==> src/rtl/odo_pkg.sv <==
// Shared encodings for the odometer frequency-difference controller.
package odo_pkg;

    // Operating mode as presented on the mode input.
    typedef enum logic [1:0] {
        ODO_IDLE   = 2'b00,
        ODO_STRESS = 2'b01,
        ODO_MEAS   = 2'b10,
        ODO_CONT   = 2'b11
    } odo_mode_e;

    // Measurement sequencer states.
    typedef enum logic [1:0] {
        StIdle,
        StSettle,
        StCount,
        StResult
    } odo_state_e;

    // Cycles spent flushing the synchronisers after the channel mux switches.
    localparam int unsigned SETTLE_CYCLES = 3;

endpackage

==> src/rtl/odo_edge_counter.sv <==
// Synchronises an asynchronous ring-oscillator output, detects its rising
// edges and counts them into a saturating counter.
module odo_edge_counter #(
    parameter int unsigned CNT_W = 8
) (
    input  logic             clk,
    input  logic             rst,
    input  logic             ro,
    input  logic             clr,
    input  logic             en,
    output logic [CNT_W-1:0] count,
    output logic             sat
);

    logic             sync1_q, sync2_q, prev_q;
    logic             rise;
    logic [CNT_W-1:0] count_q, count_d;

    assign rise  = sync2_q & ~prev_q;
    assign count = count_q;
    assign sat   = (count_q == {CNT_W{1'b1}});

    // Next count: clear wins over counting; hold at all-ones instead of wrapping.
    always_comb begin
        count_d = count_q;
        if (clr) begin
            count_d = '0;
        end else if (en && rise && !sat) begin
            count_d = count_q + 1'b1;
        end
    end

    // Two-flop synchroniser, edge-detect history and counter state.
    always_ff @(posedge clk) begin
        if (rst) begin
            sync1_q <= 1'b0;
            sync2_q <= 1'b0;
            prev_q  <= 1'b0;
            count_q <= '0;
        end else begin
            sync1_q <= ro;
            sync2_q <= sync1_q;
            prev_q  <= sync2_q;
            count_q <= count_d;
        end
    end

endmodule

==> src/rtl/odo_freq_diff_ctrl.sv <==
// Odometer controller: drives stress enables to a ring-oscillator array and
// measures the frequency difference between a reference/stressed RO pair.
module odo_freq_diff_ctrl
    import odo_pkg::*;
#(
    parameter int unsigned NUM_CH = 8,
    parameter int unsigned CNT_W  = 8,
    parameter int unsigned TIMER  = 100,
    parameter int unsigned SEL_W  = $clog2(NUM_CH)
) (
    input  logic              clk,
    input  logic              rst,
    input  logic [1:0]        mode,
    input  logic [SEL_W-1:0]  ODO_SEL_MUX,
    input  logic              start,
    input  logic [NUM_CH-1:0] ref_ro,
    input  logic [NUM_CH-1:0] str_ro,
    output logic [NUM_CH-1:0] stress_en,
    output logic              busy,
    output logic [CNT_W-1:0]  freq_diff,
    output logic              diff_sign,
    output logic              diff_valid,
    output logic              sat
);

    // One cycle counter serves both the settle and the count phase.
    localparam int unsigned CYC_W = (TIMER > 4) ? $clog2(TIMER) : 2;
    localparam logic [CYC_W-1:0] SETTLE_LAST = CYC_W'(SETTLE_CYCLES - 1);
    localparam logic [CYC_W-1:0] COUNT_LAST  = CYC_W'(TIMER - 1);

    odo_state_e        state_q, state_d;
    logic [CYC_W-1:0]  cyc_q, cyc_d;
    logic [SEL_W-1:0]  sel_q, sel_d;
    logic [NUM_CH-1:0] stress_en_q, onehot_sel;
    logic [CNT_W-1:0]  freq_diff_q, diff_d;
    logic              diff_sign_q, sign_d, diff_valid_q, sat_q;
    logic              meas_mode, sel_ok, cnt_clr, cnt_en, res_load;
    logic              ref_mux, str_mux;
    logic [CNT_W-1:0]  ref_cnt, str_cnt;
    logic              ref_sat, str_sat;

    assign meas_mode  = (mode == ODO_MEAS) || (mode == ODO_CONT);
    assign sel_ok     = (32'(ODO_SEL_MUX) < NUM_CH);
    assign busy       = (state_q != StIdle);
    assign stress_en  = stress_en_q;
    assign freq_diff  = freq_diff_q;
    assign diff_sign  = diff_sign_q;
    assign diff_valid = diff_valid_q;
    assign sat        = sat_q;

    // Channel mux on the latched select and one-hot decode of the live select.
    always_comb begin
        ref_mux    = 1'b0;
        str_mux    = 1'b0;
        onehot_sel = '0;
        for (int i = 0; i < int'(NUM_CH); i++) begin
            if (sel_q == SEL_W'(i)) begin
                ref_mux = ref_ro[i];
                str_mux = str_ro[i];
            end
            onehot_sel[i] = (ODO_SEL_MUX == SEL_W'(i));
        end
    end

    odo_edge_counter #(
        .CNT_W (CNT_W)
    ) u_ref_cnt (
        .clk   (clk),
        .rst   (rst),
        .ro    (ref_mux),
        .clr   (cnt_clr),
        .en    (cnt_en),
        .count (ref_cnt),
        .sat   (ref_sat)
    );

    odo_edge_counter #(
        .CNT_W (CNT_W)
    ) u_str_cnt (
        .clk   (clk),
        .rst   (rst),
        .ro    (str_mux),
        .clr   (cnt_clr),
        .en    (cnt_en),
        .count (str_cnt),
        .sat   (str_sat)
    );

    // Magnitude and sign of the count difference; equal counts report positive zero.
    always_comb begin
        diff_d = ref_cnt - str_cnt;
        sign_d = 1'b0;
        if (str_cnt > ref_cnt) begin
            diff_d = str_cnt - ref_cnt;
            sign_d = 1'b1;
        end
    end

    // Sequencer next-state: settle, count window, one result cycle.
    always_comb begin
        state_d  = state_q;
        cyc_d    = cyc_q;
        sel_d    = sel_q;
        cnt_clr  = 1'b0;
        cnt_en   = 1'b0;
        res_load = 1'b0;
        unique case (state_q)
            StIdle: begin
                if (start && meas_mode && sel_ok) begin
                    state_d = StSettle;
                    sel_d   = ODO_SEL_MUX;
                    cyc_d   = '0;
                end
            end
            StSettle: begin
                cnt_clr = 1'b1;
                cyc_d   = cyc_q + 1'b1;
                if (cyc_q == SETTLE_LAST) begin
                    state_d = StCount;
                    cyc_d   = '0;
                end
            end
            StCount: begin
                cnt_en = 1'b1;
                cyc_d  = cyc_q + 1'b1;
                if (cyc_q == COUNT_LAST) begin
                    state_d = StResult;
                    cyc_d   = '0;
                end
            end
            StResult: begin
                res_load = 1'b1;
                cyc_d    = '0;
                state_d  = (mode == ODO_CONT) ? StSettle : StIdle;
            end
            default: state_d = StIdle;
        endcase
        // Leaving a measuring mode abandons the window without publishing it.
        if (state_q != StIdle && !meas_mode) begin
            state_d  = StIdle;
            cyc_d    = '0;
            res_load = 1'b0;
        end
    end

    // State, latched channel, stress enables and published result.
    always_ff @(posedge clk) begin
        if (rst) begin
            state_q      <= StIdle;
            cyc_q        <= '0;
            sel_q        <= '0;
            stress_en_q  <= '0;
            freq_diff_q  <= '0;
            diff_sign_q  <= 1'b0;
            diff_valid_q <= 1'b0;
            sat_q        <= 1'b0;
        end else begin
            state_q      <= state_d;
            cyc_q        <= cyc_d;
            sel_q        <= sel_d;
            diff_valid_q <= res_load;
            stress_en_q  <= (mode == ODO_STRESS && state_q == StIdle) ? onehot_sel : '0;
            if (res_load) begin
                freq_diff_q <= diff_d;
                diff_sign_q <= sign_d;
                sat_q       <= ref_sat | str_sat;
            end
        end
    end

endmodule

==> config.mk <==
export PLATFORM = sky130hd
export DESIGN_NAME = odo_freq_diff_ctrl
export DESIGN_NICKNAME = d
export VERILOG_FILES = /design/src/rtl/odo_pkg.sv /design/src/rtl/odo_edge_counter.sv /design/src/rtl/odo_freq_diff_ctrl.sv
export SDC_FILE = /design/constraint.sdc
export NUM_CORES = 1
export LEC_CHECK = 0
export BUFFER_PORTS_ARGS = -buffer_cell sky130_fd_sc_hd__buf_4
export CAP_MARGIN = 20
export CORE_UTILIZATION = 45
export DETAILED_ROUTE_END_ITERATION = 10
export PLACE_DENSITY = 0.68
export SETUP_SLACK_MARGIN = 0.4
export SYNTH_ARGS = -nofsm -noshare
export SYNTH_HDL_FRONTEND = slang
export SYNTH_SLANG_ARGS = --single-unit
==> constraint.sdc <==
create_clock -name clk -period 2 [get_ports clk]
set_input_delay 0.4 -clock clk [delete_from_list [all_inputs] [get_ports clk]]
set_output_delay 0.4 -clock clk [all_outputs]
set_load 0.05 [all_outputs]
# Word level (Yosys, flattened, before mapping)
# Index checks and enable logic that the tools add are counted.
dict set report word_totals {
  output_inout_bits 20
  register_bits 53
  inputBits 24
  wordCells 106
}
dict set report op_classes {
  bitwise 6
  reduce_logical 20
  muxes 31
  order_cmp 1
  n_eq_ne 27
  n_addsub 5
}
# cell n
set ops {}
lappend ops {{7-bit case mux with 4 select lines} 1}
lappend ops {{3-bit == test (second input constant)} 8}
lappend ops {{1-bit 2-to-1 mux} 22}
lappend ops {{7-bit 2-to-1 mux} 3}
lappend ops {{8-bit by 1-bit adder with 8-bit output (second input constant)} 2}
lappend ops {{8-bit == test (second input constant)} 2}
lappend ops {{8-bit subtractor} 2}
lappend ops {{3-bit by 2-bit == test with 1-bit output (second input constant)} 4}
lappend ops {{2-bit == test (second input constant)} 4}
lappend ops {{8-bit greater-than comparator} 1}
lappend ops {{8-bit 2-to-1 mux} 1}
lappend ops {{2-bit case mux with 4 select lines} 1}
lappend ops {{7-bit by 1-bit adder with 7-bit output (second input constant)} 1}
lappend ops {{7-bit by 2-bit == test with 1-bit output (second input constant)} 1}
lappend ops {{7-bit == test (second input constant)} 1}
lappend ops {{1-bit logical AND} 7}
lappend ops {{3-bit by 1-bit == test with 1-bit output (second input constant)} 2}
lappend ops {{3-bit logical NOT} 2}
lappend ops {{2-bit 2-to-1 mux} 3}
lappend ops {{2-bit inequality test (second input constant)} 3}
lappend ops {{2-bit OR reduction} 3}
lappend ops {{2-bit by 1-bit == test with 1-bit output (second input constant)} 2}
lappend ops {{1-bit logical NOT} 3}
lappend ops {{1-bit inverter} 3}
lappend ops {{7 further kinds} 8}

# Logic depth before layout (Yosys ltp)
dict set report logic_depth {
  ltp_word 9
  depth_mapped 9
  mapped_depth_nobuf 8
}

# By module
# A second synthesis with hierarchy kept.
dict set report unflattened {
  cells_unflattened 372
  hier_area_um2 3269.4
}
# mod cells_per_inst area_per_inst_um2 seq_area_each_um2 instances
set by_module_without_submodules {}
lappend by_module_without_submodules {odo_freq_diff_ctrl 254 2165.8 620.6 1}
lappend by_module_without_submodules {odo_edge_counter 59 551.8 220.2 2}

# Worst setup path before layout
# Ideal clock, no wire load.
dict set report synth_timing {
  path_kind {register -> register}
  startpoint {register u_str_cnt.count_q[0], in the netlist u_str_cnt.count[0]}
  endpoint {register freq_diff_q[4], in the netlist freq_diff[4]}
  setup_time_ns 0.096
  required_time_ns 1.904
  path_stages_with_launch 10
  synth_period_minus_slack_ns 2.122
  t_arrival_ns 2.026
  n_path_buf 1
  path_slack_ns -0.122
  cell_sequence {dfxtp_1 > inv_1 > ha_1 > fa_1 > nand3b_1 > a21oi_1 > o22a_1 > buf_2 > a21oi_1 > nor4b_1}
}
dict set report synth_via {
  elab_chain_cells 2
  word_cells_on_any_way 4
  cone_classes {add/sub: 2; order compare: 1; mux: 1}
}
# element line
set synth_lines {}
lappend synth_lines {{start: declaration} odo_edge_counter.sv:17} ;# logic [CNT_W-1:0] count_q, count_d;
lappend synth_lines {{start signal: assignment} odo_edge_counter.sv:44} ;# count_q <= count_d;
lappend synth_lines {{8-bit subtractor, or another cell as far along} odo_freq_diff_ctrl.sv:91} ;# diff_d = ref_cnt - str_cnt;
lappend synth_lines {{8-bit 2-to-1 mux *} odo_freq_diff_ctrl.sv:93} ;# if (str_cnt > ref_cnt) begin
lappend synth_lines {{end signal: assignment} odo_freq_diff_ctrl.sv:164} ;# freq_diff_q <= diff_d;
lappend synth_lines {{end: declaration} odo_freq_diff_ctrl.sv:35} ;# logic [CNT_W-1:0] freq_diff_q, diff_d;
# Every way passes the cells marked *; elsewhere a longest branch is shown, timed or not.
# A chain may end at the register's enable or synchronous reset.

# Final worst setup path
dict set report layout_timing {
  startpoint {register state_q[0]}
  endpoint {register state_q[0]}
}
dict set report layout_via {
  elab_chain_cells 3
  word_cells_on_any_way 12
  cone_classes {eq/ne: 6; mux: 1; reduce/logical: 5}
}
# element line
set layout_lines {}
lappend layout_lines {{start: declaration} odo_freq_diff_ctrl.sv:31} ;# odo_state_e state_q, state_d;
lappend layout_lines {{start signal: assignment} odo_freq_diff_ctrl.sv:149} ;# state_q <= StIdle;
lappend layout_lines {{start signal: assignment} odo_freq_diff_ctrl.sv:158} ;# state_q <= state_d;
lappend layout_lines {{2-bit == test, or another cell as far along} odo_freq_diff_ctrl.sv:107} ;# unique case (state_q)
lappend layout_lines {{2-bit inequality test (no line) or 1-bit logical AND (tied branches)} -}
lappend layout_lines {{3-bit AND reduction (no line) or 2-bit OR reduction (tied branches)} -}
# Several ways; a longest one is shown, not always the timed one.

==> summary.md <==
| Metric | Value |
|---|---|
| Row count | `29` |
| Dpl hpwl | `5370 um` |
| Post-synth cell types | `50` |
| HP Class | `in -> reg` |
| Final setup fails | `1` |
| Clk Latency, worst-skew pair | `0.32 ns` |
| P&R area growth vs syn | `49.8%` |
| Critical path arrival | `2.26 ns` |
| Max Buffers Root-to-Sink | `2` |
| Combinational share of power | `0.331` |
| Share of layout cells above drive strength 1 | `0.471` |
| Vias per cell | `5.54` |
| Die ar. | `7080 um^2` |
| CP required | `2.25 ns` |
| Failing checks | `setup timing` |
| Worst-Margin Slew | `0.440 ns` |
| Main flop type after synthesis | `dfxtp_1` |
| Slew Viols, Final | `0` |
| Total grt overflow | `0` |
| Die height | `84.1 um` |
| Sw frac | `0.328` |
| Critical path class | `reg -> reg` |
| CTS Hold Bufs | `0` |
| Htree depth | `2` |
| Power per cell area | `644 nW/um^2` |
| Worst Setup End Kind | `flop` |
| Cell taking the most area after synthesis | `dfxtp_1` |
| Cell-internal power | `1.97 mW` |
| Crit path cell chain | `inv_2 -> ha_4 -> or4b_4 -> a2111oi_4 -> o21ai_2 -> o21ai_1 -> nor3b_2` |
| Final nets | `490` |
| Die width | `84.1 um` |
| Num Clock Sinks | `53` |
| Syn_area_per_cell | `8.78 um^2` |
| Max stage delay on crit path | `0.49 ns` |
| Mapped cell area | `3040 um^2` |
| Maxcap violations | `0` |
| Synth area leaders | `dfxtp_1 (35%), ha_1 (9.5%), nor2_1 (6.2%)` |
| Fin crit share | `1.01` |
| Root Driver | `clkbuf_8` |
| Leakage | `1.84 nW` |
| Commonest non-fill, non-tap cell in the layout | `buf_4` |
| Sequential element share of the synthesized area | `0.349` |
| TritonCTS clock tree | `done` |
| RSZ-0062 raised after global routing | `yes` |
| GR Util All Layers | `0.229` |
| Bufs and invs on worst path | `1` |
| Status | `finished with violations` |
| Initial Util | `0.473` |
| Pre-CTS setup slack | `-0.0472 ns` |
| DRT Pass-1 Iters | `4` |
| Final Hold Vio Count | `0` |
| # diodes | `0` |
| Stages on the worst setup path | `7` |
| Seq cells post-synth | `53` |
| # port buffers | `43` |
| DR DRC count | `0` |
| Largest net degree at the start of global routing | `24` |
| Vias in the first global route | `2838` |
| Fillers | `459` |
| Total vias in the final route | `2874` |
| Ys Warns | `0` |
| Clock Skews | `0.00682 ns` |
| Mapped Nets | `395` |
| Hold depth | `2` |
| Initial antenna violation count | `0` |
| Routed WL | `8560 um` |
| Final WS setup | `-0.0121 ns` |
| I/O pin cnt | `44` |
| Routability cong. | `0.870` |
| Most used cells in the layout excluding fill and tap cells | `buf_4 (85), nor2_1 (47), dfxtp_1 (38)` |
| Delay-heaviest family, CP | `compound AO/OA/AOI/OAI gates` |
| EDFF count, synth | `0` |
| Async S/R FF share, synth | `0` |
| Routed len/inst | `16.5 um` |
| Slew headroom | `0.703` |
| FF-to-FF path depth | `7` |
| Worst vdd ir | `0.000701 V` |
| Cell count after synthesis | `346` |
| First-pass GRT wire length | `13100 um` |
| Clock Power Share | `0.266` |
| TritonCTS buffer count | `5` |
| Period minus WS final | `2.01 ns` |
| CP startpoint kind | `flop` |
| DRT iter0 DRCs | `114` |
| Worst-path maximum fanout | `3` |
| Slowest-stage cell, CP | `or4b_4` |
| P_sw | `0.961 mW` |
| Core Region | `6420 um^2` |
| Flop pwr share | `0.402` |
| Worst-path clk slew | `0.11 ns` |
| Detail Route Antenna Nets | `0` |
| WHS | `0.282 ns` |
| Post-synth top area share | `0.349` |
| Max Freq | `0.497 GHz` |
area by class of cell:
cell class	count	area (um^2)	share of cell area
Multi-Input combinational cell	257	2310	0.508
Timing Repair Buffer	101	845	0.186
Inverter	23	90.1	0.0198
Clock buffer	5	68.8	0.0151
Tap cell	77	96.3	0.0212
Sequential cell	53	1090	0.240
Clock inverter	3	47.5	0.0105
flip-flops by register name, indices dropped and copies added, names as in the netlist, 2 cells and up:
name	count
freq_diff	8
stress_en	8
u_ref_cnt.count	8
u_str_cnt.count	8
cyc_q	7
sel_q	3
state_q	2
final timing paths:
kind / start / endpoint / slack, ns
setup reg to reg: state_q[0]$_SDFFE_PP0P_ / state_q[0]$_SDFFE_PP0P_ / -0.01
setup / recovery: state_q[0]$_SDFFE_PP0P_ / state_q[0]$_SDFFE_PP0P_ / -0.01
hold / removal: ODO_SEL_MUX[0] / stress_en[0]$_SDFF_PP0_ / 0.28
hold reg to reg: u_ref_cnt.sync1_q$_SDFF_PP0_ / u_ref_cnt.sync2_q$_SDFF_PP0_ / 0.45
metal layers:
layer / wire length [um] / vias up / GRT usage
met5: 0 / - / 0
met4: 103 / 0 / 0.0658
met3: 365 / 12 / 0.0511
met2: 4490 / 63 / 0.405
met1: 3600 / 1390 / 0.279
li1: - / 1409 / -
power by group through the flow:
stage                     Sequential (mW)  Combinational (mW)  Clock [mW]
final                                1.18               0.971       0.780
after global routing                 1.19                1.03       0.844
after CTS                            1.18               0.886       0.803
after detailed placement             1.21               0.705           0
after global placement               1.20               0.693           0
after floorplan                      1.24               0.469           0
per-stage QoR:
| stage | utilization | instances | power (mW) | TNS (ns) | area [um^2] |
|---|---|---|---|---|---|
| 6_report | 0.708 | 519 | 2.93 | -0.0121 | 4550 |
| 3_5_place_dp | 0.584 | 482 | 1.91 | -0.121 | 3750 |
| 3_3_place_gp | 0.584 | 482 | 1.90 | 0 | 3750 |
| 4_1_cts | 0.664 | 513 | 2.87 | 0 | 4270 |
| 2_1_floorplan | - | 346 | 1.71 | 0 | 3180 |
| 5_1_grt | 0.708 | 519 | 3.07 | -0.409 | 4550 |
cells in the mapped netlist (all sizes together), types with 3 or more instances:
cell type  count
a211oi         6
a21oi         18
and3           3
and3b          3
buf           10
clkbuf         4
dfxtp         53
ha            23
inv           23
mux2i          9
mux4           4
nand2         17
nand2b         4
nand3         10
nand3b         5
nand4          5
nor2          50
nor2b          7
nor3          14
nor4           4
nor4b          8
o21ai         14
o21bai         4
or3            4
xnor2         14
xor2           4
cell families after synthesis:
kind of cell	share of synthesized area
mux	0.0593
xor+xnor	0.0519
fa+ha+maj	0.108
buf+inv	0.0490
simple gates	0.249
compound gates	0.134
flops	0.349
timing repair:
item                       CTS  global route
buffers inserted            22             5
pin swaps                   16            18
hold endpoints to repair     0             0
resized for setup           50            48
cloned                       1             1
setup endpoints to repair   34            48
(Power assumes the default switching activity.)
